==> src/rtl/uart_line_arbiter.sv <==
// Line-atomic round-robin arbiter that lets NREQ byte streams share one print sink.
// Each owner keeps the sink until it sends CR/LF or stalls long enough to be cut off.

module uart_arb_lane #(
  parameter int IDW  = 2,
  parameter int LANE = 0
) (
  input  logic           own,
  input  logic [IDW-1:0] grant,
  input  logic [7:0]     data,
  input  logic           valid,
  output logic           ready,
  output logic [7:0]     data_o,
  output logic           hs_o
);
  logic sel;

  assign sel    = own && (grant == IDW'(LANE));
  assign ready  = sel;
  assign data_o = sel ? data : 8'h00;
  assign hs_o   = sel & valid;
endmodule

module uart_line_arbiter #(
  parameter int NREQ    = 4,
  parameter int GAP     = 0,
  parameter int TIMEOUT = 1024
) (
  input  logic                    clk,
  input  logic                    reset,
  input  logic [NREQ*8-1:0]       req_data,
  input  logic [NREQ-1:0]         req_valid,
  output logic [NREQ-1:0]         req_ready,
  output logic [7:0]              uart_data,
  output logic                    uart_data_valid,
  output logic [$clog2(NREQ)-1:0] grant_id,
  output logic                    busy,
  output logic                    timeout_evt
);
  localparam int IDW = $clog2(NREQ);
  localparam int GW  = (GAP > 1) ? $clog2(GAP) : 1;
  localparam int TW  = (TIMEOUT > 1) ? $clog2(TIMEOUT) : 1;
  localparam logic [31:0] GAP_LAST = (GAP > 0) ? 32'(GAP - 1) : 32'd0;
  localparam logic [31:0] TO_LAST  = (TIMEOUT > 0) ? 32'(TIMEOUT - 1) : 32'd0;

  typedef enum logic [1:0] {S_IDLE, S_OWN, S_GAP, S_FLUSH} state_t;

  typedef struct packed {
    logic [7:0] data;
    logic       vld;
    logic       evt;
  } uart_out_t;

  state_t         state_q, state_d;
  logic [IDW-1:0] grant_q, grant_d;
  logic [IDW-1:0] last_q, last_d;
  logic [GW-1:0]  gap_q, gap_d;
  logic [TW-1:0]  to_q, to_d;
  logic           rel_q, rel_d;
  uart_out_t      out_q, out_d;

  logic [NREQ-1:0][7:0] req_bytes;
  logic [NREQ-1:0][7:0] lane_data;
  logic [NREQ-1:0]      lane_hs;
  logic [7:0]           sel_byte;
  logic                 hs, own, term;
  logic [31:0]          to_inc;

  assign req_bytes = req_data;
  assign own       = (state_q == S_OWN);

  for (genvar g = 0; g < NREQ; g++) begin : g_lane
    uart_arb_lane #(.IDW(IDW), .LANE(g)) u_lane (
      .own    (own),
      .grant  (grant_q),
      .data   (req_bytes[g]),
      .valid  (req_valid[g]),
      .ready  (req_ready[g]),
      .data_o (lane_data[g]),
      .hs_o   (lane_hs[g])
    );
  end

  // Only the owning lane passes its byte, so an OR-reduce is the mux.
  always_comb begin
    sel_byte = 8'h00;
    for (int i = 0; i < NREQ; i++) sel_byte = sel_byte | lane_data[i];
  end

  assign hs     = |lane_hs;
  assign term   = (sel_byte == 8'h0A) || (sel_byte == 8'h0D);
  assign to_inc = 32'(to_q) + 32'd1;

  function automatic logic [IDW-1:0] rr_pick(input logic [NREQ-1:0] v,
                                             input logic [IDW-1:0]  last);
    logic [IDW-1:0] w;
    logic           found;
    int             idx;
    w     = last;
    found = 1'b0;
    for (int k = 1; k <= NREQ; k++) begin
      idx = (int'(last) + k) % NREQ;
      if (!found && v[idx]) begin
        found = 1'b1;
        w     = IDW'(idx);
      end
    end
    return w;
  endfunction

  always_comb begin
    state_d   = state_q;
    grant_d   = grant_q;
    last_d    = last_q;
    gap_d     = gap_q;
    to_d      = to_q;
    rel_d     = rel_q;
    out_d     = out_q;
    out_d.vld = 1'b0;
    out_d.evt = 1'b0;
    case (state_q)
      S_IDLE: begin
        to_d  = '0;
        gap_d = '0;
        if (|req_valid) begin
          grant_d = rr_pick(req_valid, last_q);
          state_d = S_OWN;
        end
      end
      S_OWN: begin
        if (hs) begin
          out_d.data = sel_byte;
          out_d.vld  = 1'b1;
          to_d       = '0;
          if (term) last_d = grant_q;
          if (GAP > 0) begin
            state_d = S_GAP;
            rel_d   = term;
            gap_d   = '0;
          end else if (term) begin
            state_d = S_IDLE;
          end
        end else begin
          to_d = to_q + TW'(1);
          if (TIMEOUT > 0 && to_inc >= TO_LAST) state_d = S_FLUSH;
        end
      end
      S_GAP: begin
        if (32'(gap_q) == GAP_LAST) begin
          if (rel_q) begin
            state_d = S_IDLE;
            last_d  = grant_q;
          end else begin
            state_d = S_OWN;
            to_d    = '0;
          end
        end else begin
          gap_d = gap_q + GW'(1);
        end
      end
      S_FLUSH: begin
        // Close the stalled line so the next owner starts on a fresh one.
        out_d.data = 8'h0A;
        out_d.vld  = 1'b1;
        out_d.evt  = 1'b1;
        last_d     = grant_q;
        state_d    = S_IDLE;
      end
      default: state_d = S_IDLE;
    endcase
  end

  always_ff @(posedge clk or posedge reset) begin
    if (reset) begin
      state_q <= S_IDLE;
      grant_q <= '0;
      last_q  <= IDW'(NREQ - 1);
      gap_q   <= '0;
      to_q    <= '0;
      rel_q   <= 1'b0;
      out_q   <= '0;
    end else begin
      state_q <= state_d;
      grant_q <= grant_d;
      last_q  <= last_d;
      gap_q   <= gap_d;
      to_q    <= to_d;
      rel_q   <= rel_d;
      out_q   <= out_d;
    end
  end

  assign uart_data       = out_q.data;
  assign uart_data_valid = out_q.vld;
  assign timeout_evt     = out_q.evt;
  assign grant_id        = grant_q;
  assign busy            = (state_q != S_IDLE);
endmodule

==> config.mk <==
export PLATFORM = sky130hd
export DESIGN_NAME = uart_line_arbiter
export DESIGN_NICKNAME = d
export VERILOG_FILES = /design/src/rtl/uart_line_arbiter.sv
export SDC_FILE = /design/constraint.sdc
export NUM_CORES = 1
export LEC_CHECK = 0
export CAP_MARGIN = 20
export CORE_MARGIN = 2
export CORE_UTILIZATION = 40
export CTS_CLUSTER_DIAMETER = 80
export CTS_CLUSTER_SIZE = 14
export DETAILED_ROUTE_END_ITERATION = 16
export PLACE_DENSITY = 0.7
export SETUP_SLACK_MARGIN = 0.2
export SKIP_LAST_GASP = 1
export SYNTH_ARGS = -nofsm -noshare
export SYNTH_HDL_FRONTEND = slang
export SYNTH_SLANG_ARGS = --single-unit
==> constraint.sdc <==
create_clock -name clk -period 2.5 [get_ports clk]
set_input_delay 0.5 -clock clk [delete_from_list [all_inputs] [get_ports clk]]
set_output_delay 0.5 -clock clk [all_outputs]
set_load 0.01 [all_outputs]
==> results of run 1 <==
-- path summary, 6_finish.rpt --
kind / slack [ns] / cells past startpoint / start / endpoint
setup / recovery: 0.35 / 6 / req_valid[2] / to_q[7]
hold / removal: 0.49 / 2 / uart_data[7] / uart_data[7]
setup reg to reg: 0.39 / 6 / grant_id[0] / last_q[1]
hold reg to reg: 0.49 / 2 / uart_data[7] / uart_data[7]
max in group asynchronous: 1.61 / 3 / reset / last_q[1]
min in group asynchronous: 0.58 / 3 / reset / uart_data[5]
-- timing repair --
action / CTS / global route
buffers inserted: 3 / 0
gates resized for setup: 1 / 2
hold buffers: 0 / 0
gates cloned: 0 / 0
setup endpoints to repair: 6 / 2
-- critical path, stage by stage --
cell             delay, ns
clkdlybuf4s50_1       0.45
mux4_2                0.50
or3b_1                0.49
a31oi_1               0.19
o21ai_0               0.10
o21ai_0               0.11
-- kinds of logic after synthesis --
logic type,Yosys count,synth area share (%)
XOR/XNOR,3,1.49
adder cells (fa/ha/maj),2,1.42
multiplexers,15,16.7
AO/OA/AOI/OAI,51,18.5
buffers and inverters,28,8.04
flip-flops,26,37.2
AND/OR/NAND/NOR,57,16.7
-- cell usage in the layout (no fill, tap or decap), types with 2 or more instances in the layout --
cell              n
a211oi_1          2
a21oi_1           4
a22oi_1           4
a31oi_1           3
and3_1            5
buf_4            17
clkbuf_8          3
clkdlybuf4s50_1  52
dfrtp_1          23
dfstp_2           2
dlymetal6s2s_1    2
ha_1              2
inv_1            14
mux2i_1           5
mux4_1            7
mux4_2            2
nand2_1          22
nand2b_1          3
nand3b_1          3
nand4_1           2
nor2_1           11
nor3_1            3
o21ai_0          23
o22ai_1           5
xor2_1            2
-- layer usage --
layer | routed length (µm) | share of wire, % | global-route usage, % | vias up
li1 | - | - | - | 786
met1 | 2170 | 47 | 26.9 | 799
met2 | 2210 | 48 | 32.7 | 57
met3 | 230 | 5.0 | 3.61 | 2
met4 | 21 | 0.45 | 2.56 | 0
met5 | 0 | 0 | 0 | -
-- power groups by stage --
stage               clock, mW  combinational [mW]  sequential [mW]
floorplan                   0               0.655            0.649
global placement            0                1.06            0.660
detailed placement          0                1.08            0.665
CTS                     0.240                1.14            0.631
global route            0.255                1.23            0.647
finish                  0.235                1.14            0.630
-- flip-flops by register name, summed over array words and instances (netlist names) --
register         flops
timeout_evt          1
state_q              2
to_q                10
last_q               2
grant_id             2
uart_data_valid      1
uart_data            8
-- final cells by class --
class / instances / area share, %
Clock buffer: 3 / 1.68
Sequential cell: 26 / 26.7
Multi-Input combinational cell: 128 / 39.3
Inverter: 15 / 2.29
Tap cell: 52 / 2.65
Timing Repair Buffer: 71 / 27.4
==> impl_results.md, run 1 <==
* Clock share of power at 11.7%
* Die X at roughly 70 µm
* # IOs at 55
* Clk sinks at 26
* First-pass GRT wire length at 7730 µm
* DRT iter0 DRCs at 123
* ANT nets after route at 0
* Core ar. at ~4300 µm²
* Layout cell share with drive strength beyond 1 at 12.8%
* Gp weighted congestion at 0.776
* CTS H-tree depth at 1
* Cell-internal power at ~1.3 mW
* CTS clk-pin slew, worst paths at approximately 0.09 ns
* Most used DFF post-synth: dfrtp_1
* Crit path time final at 2.15 ns
* Cell taking the most area after synthesis: dfrtp_1
* Sequential Power Share at between 30% and 40%
* Area Growth Syn to Fin at 39.6%
* Via/cell ratio at 5.57
* Final Hold Slack at around 0.49 ns
* Synth top area cells: dfrtp_1 34%, mux4_1 10%, o21ai_0 6.5%, nand2_1 4.7%, dfstp_2 3.0%
* Critical Path RT at 2.68 ns
* Max Fclk at 465 MHz
* CP Launch Type: input pin
* Switch Pwr at 0.754 mW
* TritonCTS buffer count at 3
* CTS tree: built
* Total power at about 2 mW
* Run status: finished, final reports clean
* # diodes at 0
* DRT Wirelength at roughly 4600 µm
* Antenna violations before repair at 0
* Post-placement cell count at 289
* Unrepaired setup endpoints after global routing: no
* Initial core utilization at roughly two fifths
* Post-synth top cells: 24 x dfrtp_1, 23 x o21ai_0, 22 x nand2_1
* Clk_lat worst skew at 0.27 ns
* Routed len/inst at 15.7 µm
* Synthesis warning total at 0
* Placed Area at 2380 µm²
* Fraction of registers with async set/reset at between 90% and 100%
* Pwr Density at 817 nW/µm²
* Fill count at roughly 390
* Setup_tns at 0 ns
* Port-buffer cells at 54
* Reg area at 654 µm²
* Worst VDD drop at between 0.3 and 0.4 mV
* Actual slew at the worst max-slew pin at 0.430 ns
* MaxCap Viol Count at 0
* Clock buffer depth at 2
* Post-Syn Instances at 182
* Die Y at 70.3 µm
* DR DRC count at 0
* Arrival @ worst endpoint at 2.33 ns
* Worst relative slew slack at a little under three quarters
* GR Util All Layers at 19.5%
* Top cell type's share of synthesized area at between 30% and 40%
* Post-synth cell types at 48
* Comb pwr share at between 50% and 60%
* Final WS setup at 0.350 ns
* CP max FO at 8
* Endpoints failing setup at 0
* Worst min path class: reg2reg
* Multi-input gate area at 963 µm²
* Vias in the first global route at 1,588
* Finished Layout Cells at ~300
* Final Cycle Share at between 80% and 90%
* Final hold viol count at 0
* Layout Skew at 0.00206 ns
* Largest net degree at the start of global routing at 27
* Final nets at 285
* Leakage at 1.11 nW
* Post-layout util at 57.1%
* Root Buffer: clkbuf_8
* Final Slew Violations at 0
* Worst slack, placed at 0.0733 ns
* Yosys reg bits at 26
* DIE AREA at 4940 µm²
* DRT Pass-1 Iters at 4
* Rows at 24
* Via count at 1,644
* Mapped Avg Cell Area at 9.66 µm²
* Count leader, synth: dfrtp_1
* Switching share of power at between 30% and 40%
* Dpl hpwl at 3550 µm
* Crit. End Element: flip-flop
* Cell Area, Synth at 1760 µm²
* Seq/Total Area, Yosys at between 30 and 40%
* EDFF count, synth at 0
* Syn nets at 222
* GRT overflow at 0
* Fin area at between 2000 and 2500 µm²
* Crit Path Class: in2reg
(Power assumes the default switching activity.)
==> run 2, diff against run 1 <==
- CORE_ASPECT_RATIO: not set -> 2
==> run 2 against run 1 <==
Against the previous run: cell area barely moved; sequential power is 5.7% higher; hold slack improved by 0.010 ns; global-route usage up 0.062 points; fmax is 2.7% lower; clock skew increased by 0.0097 ns; die area rose by 0.64%; clock power increased by 47%.
==> impl_results.md, run 2 (synthesized netlist as in run 1, its figures left out) <==
* Worst slack, placed at 0.00916 ns
* Clk sinks at 26
* Cell-internal power at 1.33 mW
* Layout Skew at around 0.012 ns
* Unrepaired setup endpoints after global routing: no
* Antenna violations before repair at 0
* Crit path time final at 2.21 ns
* DRT Pass-1 Iters at 5
* # IOs at 55
* Die Y at 97.8 µm
* CTS tree: built
* Worst Reg-to-Reg Cells at 6
* Largest net degree at the start of global routing at 27
* TritonCTS buffer count at 3
* Critical Path RT at 2.70 ns
* GR Util All Layers at 19.5%
* Critical hold path startpoint: uart_data[5]
* Final hold viol count at 0
* CP max FO at 10
* Post-layout util at between 50% and 60%
* Vias in the first global route at approximately 1,700
* Final Hold Slack at between 0.5 and 0.6 ns
* CTS H-tree depth at 1
* Actual slew at the worst max-slew pin at approximately 0.37 ns
* Initial core utilization at 40.9%
* Critical R2R Launch: grant_id[0]
* Switching share of power at a little over a third
* Fill count at about 390
* Via/cell ratio at 5.46
* Pwr Density at 838 nW/µm²
* Sequential Power Share at 32.4%
* Layout cell share with drive strength beyond 1 at about 13%
* Clock share of power at 16.8%
* Worst min path class: reg2reg
* Hold_buf cts at 0
* CTS clk-pin slew, worst paths at 0.09 ns
* CP Launch Point: req_valid[3]
* Die X at between 50 and 60 µm
* Arrival @ worst endpoint at 2.42 ns
* Via count at 1,604
* Largest register by flop count: to_q
* Final Slew Violations at 0
* CP Launch Type: input pin
* Comb pwr share at around half
* WHS Path Cells at 2
* Setup_tns at 0 ns
* DRT Wirelength at roughly 4400 µm
* MaxCap Viol Count at 0
* Crit Path Class: in2reg
* Area Growth Syn to Fin at 39.6%
* DR DRC count at 0
* Run status: finished, final reports clean
* DRT iter0 DRCs at 22
* Switch Pwr at approximately 0.72 mW
* DIE AREA at between 4000 and 5000 µm²
* Commonest non-fill, non-tap cell in the layout: clkdlybuf4s50_1
* Gp weighted congestion at 0.823
* # diodes at 0
* Routed len/inst at 14.8 µm
* Clk_lat worst skew at 0.28 ns
* Endpoints failing setup at 0
* Final nets at 281
* ANT nets after route at 0
* Crit. End Element: flip-flop
* Worst relative slew slack at 75.3%
* Port-buffer cells at 54
* Dpl hpwl at 3490 µm
* Most frequent cells in the layout: 52 x clkdlybuf4s50_1, 23 x o21ai_0, 22 x nand2_1
* GRT overflow at 0
* Final Cycle Share at 88.4%
* Worst VDD drop at 0.455 mV
* Rows at 34
* Max Fclk at between 400 and 500 MHz
* Clock buffer depth at 2
* Core ar. at 4300 µm²
* First-pass GRT wire length at between 7000 and 8000 µm
* Final WS setup at 0.289 ns
* Root Buffer: clkbuf_8
* Largest register FFs at 10
* Leakage at 1.08 nW
run 2: changes by cell type in the layout (fill, tap and decap cells not counted), sizes merged:
cell	previous run	this run
buf	17	13
bufinv	0	1
dlygate4sd2	0	1
dlymetal6s2s	2	1
run 2: layer usage:
layer	track usage [%]	share of wire (%)	vias up
li1	-	-	777
met1	19.1	34	760
met2	38.4	59	51
met3	1.07	2.7	16
met4	10.6	4.2	0
met5	0	0	-
run 2: metrics by stage:
step	total power, mW	instance area [µm²]	std cells
4_1_cts	2.08	2450	294
6_report	2.06	2450	294
5_1_grt	2.19	2450	294
2_1_floorplan	1.30	1760	182
3_5_place_dp	1.71	2350	286
3_3_place_gp	1.69	2350	286
run 2: final timing paths:
check,end,slack (ns)
setup / recovery,to_q[4],0.29
hold / removal,uart_data[5],0.50
setup reg to reg,last_q[1],0.36
hold reg to reg,uart_data[5],0.50
max in group asynchronous,last_q[1],1.63
min in group asynchronous,uart_data[2],0.57
run 2: power by group through the flow:
stage,logic [mW],registers (mW),clock network (mW)
after floorplan,0.655,0.649,0
after global placement,0.996,0.698,0
after detailed placement,1.01,0.700,0
after CTS,1.06,0.670,0.353
after global routing,1.14,0.687,0.366
final,1.05,0.666,0.345
run 2: repair_timing:
action	CTS	global route
gates resized for setup	4	1
setup buffers	4	0
pin swaps	0	0
setup endpoints to repair	5	1
run 2: area by class of cell:
cell class                 instances  area (µm²)  share of cell area [%]
timing repair buffer              67         639                    26.0
multi-input combinational        128         963                    39.2
inverter                          15        56.3                    2.29
sequential                        26         657                    26.8
clock inverter                     1        30.0                    1.22
tap                               54        67.6                    2.75
clock buffer                       3        41.3                    1.68
run 2: worst max-delay path, stage by stage:
cell             delay (ns)
clkdlybuf4s50_1        0.51
mux4_2                 0.52
or3b_1                 0.52
o21ai_0                0.21
nand2_1                0.07
o21ai_1                0.09
==> run 3, diff against run 2 <==
- SKIP_LAST_GASP: 1 -> not set
==> results of run 3 <==
Same layout as run 2: the final DEF is identical, and so are final timing and power.
